[config.mk]
export PLATFORM = sky130hd
export DESIGN_NAME = alu_issue_flat
export DESIGN_NICKNAME = d
export VERILOG_FILES = /design/src/rtl/alu_pkg.sv /design/src/rtl/alu_issue_if.sv /design/src/rtl/alu_issue_decoder.sv /design/src/rtl/alu_issue.sv /design/src/flat_wrapper.sv
export SDC_FILE = /design/constraint.sdc
export NUM_CORES = 1
export LEC_CHECK = 0
export CORE_ASPECT_RATIO = 0.5
export CORE_MARGIN = 2
export CORE_UTILIZATION = 40
export DETAILED_ROUTE_END_ITERATION = 16
export PLACE_DENSITY = 0.76
export SLEW_MARGIN = 25
export SYNTH_ARGS = -nofsm -noshare
export SYNTH_HDL_FRONTEND = slang
export SYNTH_SLANG_ARGS = --single-unit
[constraint.sdc]
create_clock -name clk_i -period 13.4 [get_ports clk_i]
set_input_delay 2.68 -clock clk_i [delete_from_list [all_inputs] [get_ports clk_i]]
set_output_delay 2.68 -clock clk_i [all_outputs]
set_load 0.1 [all_outputs]
[src/rtl/alu_pkg.sv]
// alu_pkg: opcodes, ALU operator enum and the issue/retire payload types.
package alu_pkg;

    localparam int XLEN = 32;

    localparam logic [6:0] OPC_OP     = 7'b0110011;
    localparam logic [6:0] OPC_OP_IMM = 7'b0010011;
    localparam logic [6:0] OPC_LUI    = 7'b0110111;
    localparam logic [6:0] OPC_AUIPC  = 7'b0010111;
    localparam logic [6:0] OPC_BRANCH = 7'b1100011;

    // ALU_ADD must stay at encoding 0 so a cleared D register presents ADD.
    typedef enum logic [3:0] {
        ALU_ADD, ALU_SUB, ALU_XOR, ALU_OR, ALU_AND, ALU_SLL, ALU_SRL, ALU_SRA,
        ALU_SLT, ALU_SLTU, ALU_EQ, ALU_NE, ALU_LT, ALU_GE, ALU_LTU, ALU_GEU
    } alu_op;

    typedef struct packed {
        alu_op           alu_operator;
        logic [XLEN-1:0] op_a;
        logic [XLEN-1:0] op_b;
        logic [4:0]      rd;
        logic            we;
        logic            branch;
        logic            illegal;
        logic [XLEN-1:0] target;
    } issue_t;

    typedef struct packed {
        logic [4:0]      rd;
        logic            we;
        logic            branch;
        logic            taken;
        logic            illegal;
        logic [XLEN-1:0] target;
        logic [XLEN-1:0] result;
    } retire_t;

endpackage

[src/rtl/alu_issue_if.sv]
// alu_issue_if: instruction input, ALU drive/return and retire output bundle.
interface alu_issue_if;
    import alu_pkg::*;

    logic            in_valid_i;
    logic            in_ready_o;
    logic [XLEN-1:0] instr_i;
    logic [XLEN-1:0] pc_i;
    logic [XLEN-1:0] rs1_data_i;
    logic [XLEN-1:0] rs2_data_i;
    alu_op           alu_operator_o;
    logic [XLEN-1:0] alu_op_a_o;
    logic [XLEN-1:0] alu_op_b_o;
    logic [XLEN-1:0] alu_result_i;
    logic            out_valid_o;
    logic            out_ready_i;
    logic [4:0]      out_rd_o;
    logic            out_we_o;
    logic [XLEN-1:0] out_result_o;
    logic            out_branch_o;
    logic            out_taken_o;
    logic [XLEN-1:0] out_target_o;
    logic            out_illegal_o;
    logic [XLEN-1:0] retire_cnt_o;

    modport slave (
        input  in_valid_i, instr_i, pc_i, rs1_data_i, rs2_data_i, alu_result_i, out_ready_i,
        output in_ready_o, alu_operator_o, alu_op_a_o, alu_op_b_o, out_valid_o, out_rd_o,
               out_we_o, out_result_o, out_branch_o, out_taken_o, out_target_o,
               out_illegal_o, retire_cnt_o
    );

    modport master (
        output in_valid_i, instr_i, pc_i, rs1_data_i, rs2_data_i, alu_result_i, out_ready_i,
        input  in_ready_o, alu_operator_o, alu_op_a_o, alu_op_b_o, out_valid_o, out_rd_o,
               out_we_o, out_result_o, out_branch_o, out_taken_o, out_target_o,
               out_illegal_o, retire_cnt_o
    );

endinterface

[src/rtl/alu_issue_decoder.sv]
// alu_issue_decoder: combinational RV32I OP/OP-IMM/LUI/AUIPC/BRANCH decode into issue_t.
module alu_issue_decoder
    import alu_pkg::*;
(
    input  logic [XLEN-1:0] instr_i,
    input  logic [XLEN-1:0] pc_i,
    input  logic [XLEN-1:0] rs1_data_i,
    input  logic [XLEN-1:0] rs2_data_i,
    output issue_t          issue_o
);
    logic [6:0]      opc, f7;
    logic [2:0]      f3;
    logic [XLEN-1:0] imm_i, imm_u, imm_b;
    logic            is_op, is_imm, is_lui, is_auipc, is_br;
    logic            f7_zero, f7_alt, legal;
    alu_op           arith_op, br_op;

    always_comb begin
        opc      = instr_i[6:0];
        f3       = instr_i[14:12];
        f7       = instr_i[31:25];
        imm_i    = {{20{instr_i[31]}}, instr_i[31:20]};
        imm_u    = {instr_i[31:12], 12'b0};
        imm_b    = {{20{instr_i[31]}}, instr_i[7], instr_i[30:25], instr_i[11:8], 1'b0};
        is_op    = opc == OPC_OP;
        is_imm   = opc == OPC_OP_IMM;
        is_lui   = opc == OPC_LUI;
        is_auipc = opc == OPC_AUIPC;
        is_br    = opc == OPC_BRANCH;
        f7_zero  = f7 == 7'b0000000;
        f7_alt   = f7 == 7'b0100000;
        legal    = (is_op && (f7_zero || (f7_alt && (f3 == 3'b000 || f3 == 3'b101))))
                || (is_imm && (f3 == 3'b001 ? f7_zero : f3 == 3'b101 ? (f7_zero || f7_alt) : 1'b1))
                || is_lui || is_auipc
                || (is_br && f3[2:1] != 2'b01);
    end

    always_comb begin
        case (f3)
            3'b000:  arith_op = (is_op && f7_alt) ? ALU_SUB : ALU_ADD;
            3'b001:  arith_op = ALU_SLL;
            3'b010:  arith_op = ALU_SLT;
            3'b011:  arith_op = ALU_SLTU;
            3'b100:  arith_op = ALU_XOR;
            3'b101:  arith_op = f7_alt ? ALU_SRA : ALU_SRL;
            3'b110:  arith_op = ALU_OR;
            default: arith_op = ALU_AND;
        endcase
    end

    always_comb begin
        case (f3)
            3'b000:  br_op = ALU_EQ;
            3'b001:  br_op = ALU_NE;
            3'b100:  br_op = ALU_LT;
            3'b101:  br_op = ALU_GE;
            3'b110:  br_op = ALU_LTU;
            default: br_op = ALU_GEU;
        endcase
    end

    // Illegal entries collapse to ADD 0,0 so the ALU sees a harmless operation.
    always_comb begin
        issue_o.alu_operator = !legal ? ALU_ADD : is_br ? br_op : (is_op || is_imm) ? arith_op : ALU_ADD;
        issue_o.op_a         = (!legal || is_lui) ? '0 : is_auipc ? pc_i : rs1_data_i;
        issue_o.op_b         = !legal ? '0 : (is_lui || is_auipc) ? imm_u : is_imm ? imm_i : rs2_data_i;
        issue_o.rd           = instr_i[11:7];
        issue_o.we           = legal && !is_br && instr_i[11:7] != 5'd0;
        issue_o.branch       = legal && is_br;
        issue_o.illegal      = !legal;
        issue_o.target       = pc_i + imm_b;
    end

endmodule

[src/rtl/alu_issue.sv]
// alu_issue: two-deep issue/retire pipeline around an external combinational ALU.
module alu_issue
    import alu_pkg::*;
(
    input  logic      clk_i,
    input  logic      rst_i,
    alu_issue_if.slave bus
);
    issue_t          dec, d_q, d_d;
    retire_t         o_q, o_d, o_new;
    logic            d_valid_q, d_valid_d, o_valid_q, o_valid_d;
    logic [XLEN-1:0] cnt_q, cnt_d;
    logic            in_ready, in_fire, out_fire, d_to_o;

    alu_issue_decoder u_dec (
        .instr_i   (bus.instr_i),
        .pc_i      (bus.pc_i),
        .rs1_data_i(bus.rs1_data_i),
        .rs2_data_i(bus.rs2_data_i),
        .issue_o   (dec)
    );

    always_comb begin
        in_ready     = !d_valid_q || !o_valid_q || bus.out_ready_i;
        in_fire      = bus.in_valid_i && in_ready;
        out_fire     = o_valid_q && bus.out_ready_i;
        d_to_o       = d_valid_q && (!o_valid_q || bus.out_ready_i);
        d_valid_d    = in_fire || (d_valid_q && !d_to_o);
        d_d          = in_fire ? dec : d_q;
        o_valid_d    = d_to_o || (o_valid_q && !bus.out_ready_i);
        o_new.rd      = d_q.rd;
        o_new.we      = d_q.we;
        o_new.branch  = d_q.branch;
        o_new.taken   = d_q.branch && bus.alu_result_i[0];
        o_new.illegal = d_q.illegal;
        o_new.target  = d_q.target;
        o_new.result  = (d_q.branch || d_q.illegal) ? '0 : bus.alu_result_i;
        o_d          = d_to_o ? o_new : o_q;
        cnt_d        = cnt_q + {{(XLEN-1){1'b0}}, out_fire};
    end

    always_ff @(posedge clk_i or posedge rst_i) begin
        if (rst_i) begin
            d_valid_q <= 1'b0;
            o_valid_q <= 1'b0;
            d_q       <= '0;
            o_q       <= '0;
            cnt_q     <= '0;
        end else begin
            d_valid_q <= d_valid_d;
            o_valid_q <= o_valid_d;
            d_q       <= d_d;
            o_q       <= o_d;
            cnt_q     <= cnt_d;
        end
    end

    assign bus.in_ready_o     = in_ready;
    assign bus.alu_operator_o = d_q.alu_operator;
    assign bus.alu_op_a_o     = d_q.op_a;
    assign bus.alu_op_b_o     = d_q.op_b;
    assign bus.out_valid_o    = o_valid_q;
    assign bus.out_rd_o       = o_q.rd;
    assign bus.out_we_o       = o_q.we;
    assign bus.out_result_o   = o_q.result;
    assign bus.out_branch_o   = o_q.branch;
    assign bus.out_taken_o    = o_q.taken;
    assign bus.out_target_o   = o_q.target;
    assign bus.out_illegal_o  = o_q.illegal;
    assign bus.retire_cnt_o   = cnt_q;

endmodule

[src/flat_wrapper.sv]
// flat-port wrapper written by rule: the top's interface ports become plain ports
module alu_issue_flat import alu_pkg::*;
  (clk_i, rst_i, bus_in_valid_i, bus_instr_i, bus_pc_i, bus_rs1_data_i, bus_rs2_data_i, bus_alu_result_i, bus_out_ready_i, bus_in_ready_o, bus_alu_operator_o, bus_alu_op_a_o, bus_alu_op_b_o, bus_out_valid_o, bus_out_rd_o, bus_out_we_o, bus_out_result_o, bus_out_branch_o, bus_out_taken_o, bus_out_target_o, bus_out_illegal_o, bus_retire_cnt_o);
  alu_issue_if bus_i ();
  input  logic clk_i;
  input  logic rst_i;
  input wire logic [$bits(bus_i.in_valid_i)-1:0] bus_in_valid_i;
  input wire logic [$bits(bus_i.instr_i)-1:0] bus_instr_i;
  input wire logic [$bits(bus_i.pc_i)-1:0] bus_pc_i;
  input wire logic [$bits(bus_i.rs1_data_i)-1:0] bus_rs1_data_i;
  input wire logic [$bits(bus_i.rs2_data_i)-1:0] bus_rs2_data_i;
  input wire logic [$bits(bus_i.alu_result_i)-1:0] bus_alu_result_i;
  input wire logic [$bits(bus_i.out_ready_i)-1:0] bus_out_ready_i;
  output wire logic [$bits(bus_i.in_ready_o)-1:0] bus_in_ready_o;
  output wire logic [$bits(bus_i.alu_operator_o)-1:0] bus_alu_operator_o;
  output wire logic [$bits(bus_i.alu_op_a_o)-1:0] bus_alu_op_a_o;
  output wire logic [$bits(bus_i.alu_op_b_o)-1:0] bus_alu_op_b_o;
  output wire logic [$bits(bus_i.out_valid_o)-1:0] bus_out_valid_o;
  output wire logic [$bits(bus_i.out_rd_o)-1:0] bus_out_rd_o;
  output wire logic [$bits(bus_i.out_we_o)-1:0] bus_out_we_o;
  output wire logic [$bits(bus_i.out_result_o)-1:0] bus_out_result_o;
  output wire logic [$bits(bus_i.out_branch_o)-1:0] bus_out_branch_o;
  output wire logic [$bits(bus_i.out_taken_o)-1:0] bus_out_taken_o;
  output wire logic [$bits(bus_i.out_target_o)-1:0] bus_out_target_o;
  output wire logic [$bits(bus_i.out_illegal_o)-1:0] bus_out_illegal_o;
  output wire logic [$bits(bus_i.retire_cnt_o)-1:0] bus_retire_cnt_o;
  assign bus_i.in_valid_i = bus_in_valid_i;
  assign bus_i.instr_i = bus_instr_i;
  assign bus_i.pc_i = bus_pc_i;
  assign bus_i.rs1_data_i = bus_rs1_data_i;
  assign bus_i.rs2_data_i = bus_rs2_data_i;
  assign bus_i.alu_result_i = bus_alu_result_i;
  assign bus_i.out_ready_i = bus_out_ready_i;
  assign bus_in_ready_o = bus_i.in_ready_o;
  assign bus_alu_operator_o = bus_i.alu_operator_o;
  assign bus_alu_op_a_o = bus_i.alu_op_a_o;
  assign bus_alu_op_b_o = bus_i.alu_op_b_o;
  assign bus_out_valid_o = bus_i.out_valid_o;
  assign bus_out_rd_o = bus_i.out_rd_o;
  assign bus_out_we_o = bus_i.out_we_o;
  assign bus_out_result_o = bus_i.out_result_o;
  assign bus_out_branch_o = bus_i.out_branch_o;
  assign bus_out_taken_o = bus_i.out_taken_o;
  assign bus_out_target_o = bus_i.out_target_o;
  assign bus_out_illegal_o = bus_i.out_illegal_o;
  assign bus_retire_cnt_o = bus_i.retire_cnt_o;
  alu_issue u_core (.clk_i(clk_i), .rst_i(rst_i), .bus(bus_i));
endmodule
Word level (Yosys, flattened, before mapping) --
Index checks and enable logic that the tools add are counted.
Cells by class: $add $sub $neg 2, eq/ne operators 13, muxes and demuxes 15, reductions and logical operators 39
Operator list (number):
- 32-bit two-way mux | 6
- 32-bit by 1-bit adder with 32-bit output | 1
- 32-bit adder | 1
- 4-bit one-hot mux with 7 select lines | 1
- 7-bit by 6-bit == test with 1-bit output, second input constant | 3
- 1-bit logical OR | 16
- 3-bit one-hot mux with 5 select lines | 1
- 7-bit by 5-bit == test with 1-bit output, second input constant | 2
- 1-bit logical AND | 14
- 4-bit two-way mux | 3
- 3-bit == test, second input constant | 3
- 7-bit == test, second input constant | 1
- 7-bit logical NOT | 1
- 3-bit by 2-bit == test with 1-bit output, second input constant | 2
- 1-bit logical NOT | 6
- 5-bit nonzero test | 1
- 1-bit two-way mux | 4
- 3-bit by 1-bit == test with 1-bit output, second input constant | 1
- 3-bit logical NOT | 1
- 2-bit by 1-bit inequality test with 1-bit output, second input constant | 1
Storage, ports and cells: register bits after elaboration 215, bits of input ports 164, output and inout port bits 175, logic and storage cells 87

Depth between registers and ports, before layout --
depth after elaboration 12, mapped depth 10, depth with buffers taken out 9

Modules after synthesis --
Synthesis repeated with hierarchy kept, for this count alone.
Unflattened totals: cell total of the unflattened synthesis 1105, area total of the unflattened synthesis 11674.9 um^2
By module, submodules not included:
- alu_issue | times used 1, cells each 661, area an instance 8807.2 um^2, seq. area each 5380.2 um^2
- alu_issue_decoder | times used 1, cells each 444, area an instance 2867.8 um^2, seq. area each 0.0 um^2

Worst setup path before layout --
No wires, ideal clock.
path kind in2out, start point input bus_out_ready_i, end point output bus_in_ready_o, arrival time 3.517 ns, data required time 10.720 ns, path slack 7.203 ns, stages 1, buffers on the path 0, cells stage by stage nand3b_1
On the way: cells in the longest elaborated chain, start to end 1
Ends and longest elaborated chain:
- start, declared | RTL line flat_wrapper.sv:13 | input wire logic [$bits(bus_i.out_ready_i)-1:0] bus_out_ready_i;
- 1-bit logical OR | RTL line alu_issue.sv:24 | in_ready = !d_valid_q || !o_valid_q || bus.out_ready_i;
- end, declared | RTL line flat_wrapper.sv:14 | output wire logic [$bits(bus_i.in_ready_o)-1:0] bus_in_ready_o;
Every way passes these cells.

Worst setup path after layout --
Same ends and word-level chain as after synthesis.

==> flow_summary_export.csv <==
group,metric,value,unit
finish,fillCellCount,2442,
power,leakagePower,6.71,nW
floorplanning,die_x,242,µm
setup_path,setup.worst_path.class,"in2out",
synthesis,yosysTopAreaCell,"dfrtp_1",
route,wl,35.7,mm
sta,final_hold_viol_count,0,
setup_path,crit_fanout,4,
finish,multi_input_area,5210,µm²
synthesis,synth_edf_count,0,
clock_tree,post_cts_buffers,0,
setup_path,setup.worst_path.start_class,"input port",
run,maxCapViolCount,0,
sta,drv_slew,0,
synthesis,synth_nets,1415,
route,routed_via_density,5.28,
global_routing,grt_use_total,0.232,
sta,max_freq,137,MHz
sta,worst_hold_slack,0.470,ns
clock_tree,cts_resized,0,
clock_tree,clockBufferDepth,3,
power,p_per_area,153,nW/µm²
setup_path,reg2regPathDepth,6,
setup_path,crit_slowest_cell,"clkdlybuf4s50_1",
worst_hold_path,hold_path_class,"reg2reg",
setup_path,crit_chain,"clkdlybuf4s50_1 -> nand3b_1 -> clkdlybuf4s50_1",
clock_tree,cts_tree,"built",
clock_tree,cts_root_buffer,"clkbuf_16",
sta,grt_setup_unrepaired,"no",
sta,timing.setup.tns,0,ns
route,wl_per_cell,19.3,µm
clock_tree,clk_pin_slew,0.06,ns
outcome,status,"finished, final reports clean",
worst_hold_path,hold_depth,2,
synthesis,async_flop_share,1.00,
global_routing,grt_pass1_wl,54.6,mm
placed_design,gp_congestion,0.972,
sta,worst_pin_slew,1.11,ns
global_routing,gr-total-overflow,0,
synthesis,yosys_warnings,0,
finish,area.sequential,5380,µm²
synthesis,synth_cell_types,71,
floorplanning,die-area,29900,µm²
power,max-vdd-ir-drop,0.103,mV
floorplanning,row_count,43,
setup_path,cp_top_family,"buffers and inverters",
finish,nets,1648,
setup_path,worst_path_most_repeated_cell,"clkdlybuf4s50_1",
route,remaining_drc_errors,0,
finish,syn_to_final_growth,34.7,%
sta,finClkSkew,0.0128,ns
finish,drive_above_1_share,0.0717,
global_routing,antenna_found_initial,2,
synthesis,synth_area_leaders,"dfrtp_1 (47%), nand2_1 (9.8%), o21ai_0 (4.5%)",
setup_path,cp_num_cells,3,
synthesis,synth-seq-cells,215,
setup_path,required,10.72,ns
floorplanning,dieHeight,123,µm
floorplanning,start_util,0.409,
clock_tree,cts_hold_buf,0,
clock_tree,h-tree-depth,1,
synthesis,syn_area_per_cell,9.33,µm²
floorplanning,top_level_ports,339,
synthesis,synth_area,11400,µm²
floorplanning,coreArea,27800,µm²
setup_path,slowest_delay,1.19,ns
global_routing,grt_max_degree,136,
sta,fin_crit_sh,0.544,
synthesis,yosys.area.top_type_share,0.473,
global_routing,grt_pass1_vias,9641,
clock_tree,cts.sinks,215,
clock_tree,clk_latency,0.52,ns
route,dr.pass1.iters,5,
sta,setup_viol,0,
route,antenna_left,0,
setup_path,arrival,4.61,ns
setup_path,cp_num_buf_inv,2,
sta,relSlewSlack,0.260,
clock_tree,cts-buffers-inserted,22,
synthesis,synthFlopType,"dfrtp_1",
route,vias,9769,
synthesis,syn_inst,1218,
placed_design,hpwl,26.7,mm
placed_design,numPortBuffers,338,
sta,min_period,7.29,ns
synthesis,seq_area_frac_synth,0.473,
route,drtIter0Drc,673,
setup_path,worst_setup_path_end_kind,"primary output",
## routing by layer
metal | vias to the layer above | track usage | routed length (µm)
li1 | 4615 | - | -
met1 | 4852 | 0.315 | 15700
met2 | 250 | 0.386 | 17500
met3 | 52 | 0.0373 | 1560
met4 | 0 | 0.0698 | 934
met5 | - | 0 | 0
## power breakdown
part	switching (mW)	total (mW)	internal [mW]
Sequential	0.0569	0.794	0.737
Combinational	0.673	0.915	0.242
Clock	0.266	0.629	0.363
Total	0.996	2.34	1.34
## cell usage in the layout (no fill, tap or decap), drive strengths merged, types with 4 or more instances in the layout
cell	count
clkdlybuf4s50	338
clkbuf	30
a21oi	37
nor2	35
xor2	21
a21o	11
dfrtp	215
mux2i	13
nand2	298
o31ai	6
a22oi	31
inv	9
nand2b	8
clkinv	7
nor3	6
a211o	5
o21bai	6
nand3	60
ha	32
buf	10
or3	5
or4	4
and4	4
xnor2	33
and3	10
o21ai	107
nand4	17
o211ai	8
mux2	41
## path summary, 6_finish.rpt
kind                                            startpoint                                 endpoint  slack [ns]
worst min register to register  u_core.d_q[35]$_DFFE_PP0P_               u_core.d_q[35]$_DFFE_PP0P_        0.47
worst max register to register  u_core.d_valid_q$_DFF_PP0_               u_core.d_q[30]$_DFFE_PP0P_       10.66
max in group asynchronous                            rst_i    u_core.bus.alu_op_a_o[24]$_DFFE_PP0P_        9.52
min in group asynchronous                            rst_i  u_core.bus.out_result_o[26]$_DFFE_PP0P_        2.67
worst max-delay path                       bus_out_ready_i                           bus_in_ready_o        6.11
worst min-delay path            u_core.d_q[35]$_DFFE_PP0P_               u_core.d_q[35]$_DFFE_PP0P_        0.47
## synth_stat cells (3+ instances only)
master      n
nand2b_1    8
o21ai_1     5
buf_2      11
o21a_1      3
a211o_1     5
clkbuf_1   54
a21oi_1    36
inv_1      10
a211oi_1    3
nor2_1     35
nand4_1    17
o21ai_0   102
xnor2_1    33
nor3_1      6
o211ai_1    5
and4_1      4
buf_1       6
or3_1       5
a31oi_1     3
o21bai_1    6
o31ai_1     5
a221oi_1    3
ha_1       32
and3_1     10
and2_1      3
a22oi_1    31
nor2b_1     3
or4_1       4
dfrtp_1   215
nand2_1   297
a21o_1     11
mux2_2     41
nand3_1    59
buf_4      68
mux2i_1    13
xor2_1     21
## sequential cells by signal, summed over array words and instances, names as in the netlist
register and flops:
u_core.d_q 40, u_core.bus.out_taken_o 1, u_core.bus.out_valid_o 1, u_core.bus.alu_op_a_o 32, u_core.bus.out_we_o 1, u_core.bus.out_result_o 32
u_core.bus.retire_cnt_o 32, u_core.bus.alu_operator_o 4, u_core.bus.alu_op_b_o 32, u_core.bus.out_illegal_o 1, u_core.bus.out_rd_o 5, u_core.bus.out_target_o 32
u_core.bus.out_branch_o 1, u_core.d_valid_q 1
## worst register-to-register path, stage by stage (launching register included)
cell and delay, ns:
dfrtp_1 0.46, nand3b_1 0.24, nand2_4 0.48, buf_4 0.90, nor3b_1 0.15, a211oi_1 0.27
nand3_1 0.11
## cells by family after synthesis
family,Yosys count,synth area share
XOR/XNOR,54,0.0416
adder cells (fa/ha/maj),33,0.0370
AND/OR/NAND/NOR,469,0.185
flip-flops,215,0.473
buffers and inverters,149,0.0729
AO/OA/AOI/OAI,244,0.138
multiplexers,54,0.0521
## layout make-up
class                   instances  area share
multi-input cells             854       0.340
well taps                     382      0.0312
diodes                          2    0.000327
clock inverters                 8     0.00662
inverters                      10     0.00327
flip-flops and latches        215       0.351
clock buffers                  30      0.0405
repair buffers                348       0.226
## through the flow
step,power (mW),setup slack (ns),cells,cell area (µm²),util
5_1_grt,2.43,6.07,1848,15300,0.550
6_report,2.34,6.11,1849,15300,0.550
4_1_cts,2.35,6.12,1846,15300,0.549
2_1_floorplan,1.45,4.84,1218,11400,-
3_5_place_dp,1.72,6.14,1808,14600,0.523
3_3_place_gp,1.71,6.14,1808,14600,0.523
Note: power is estimated with default switching activity, not from simulation.
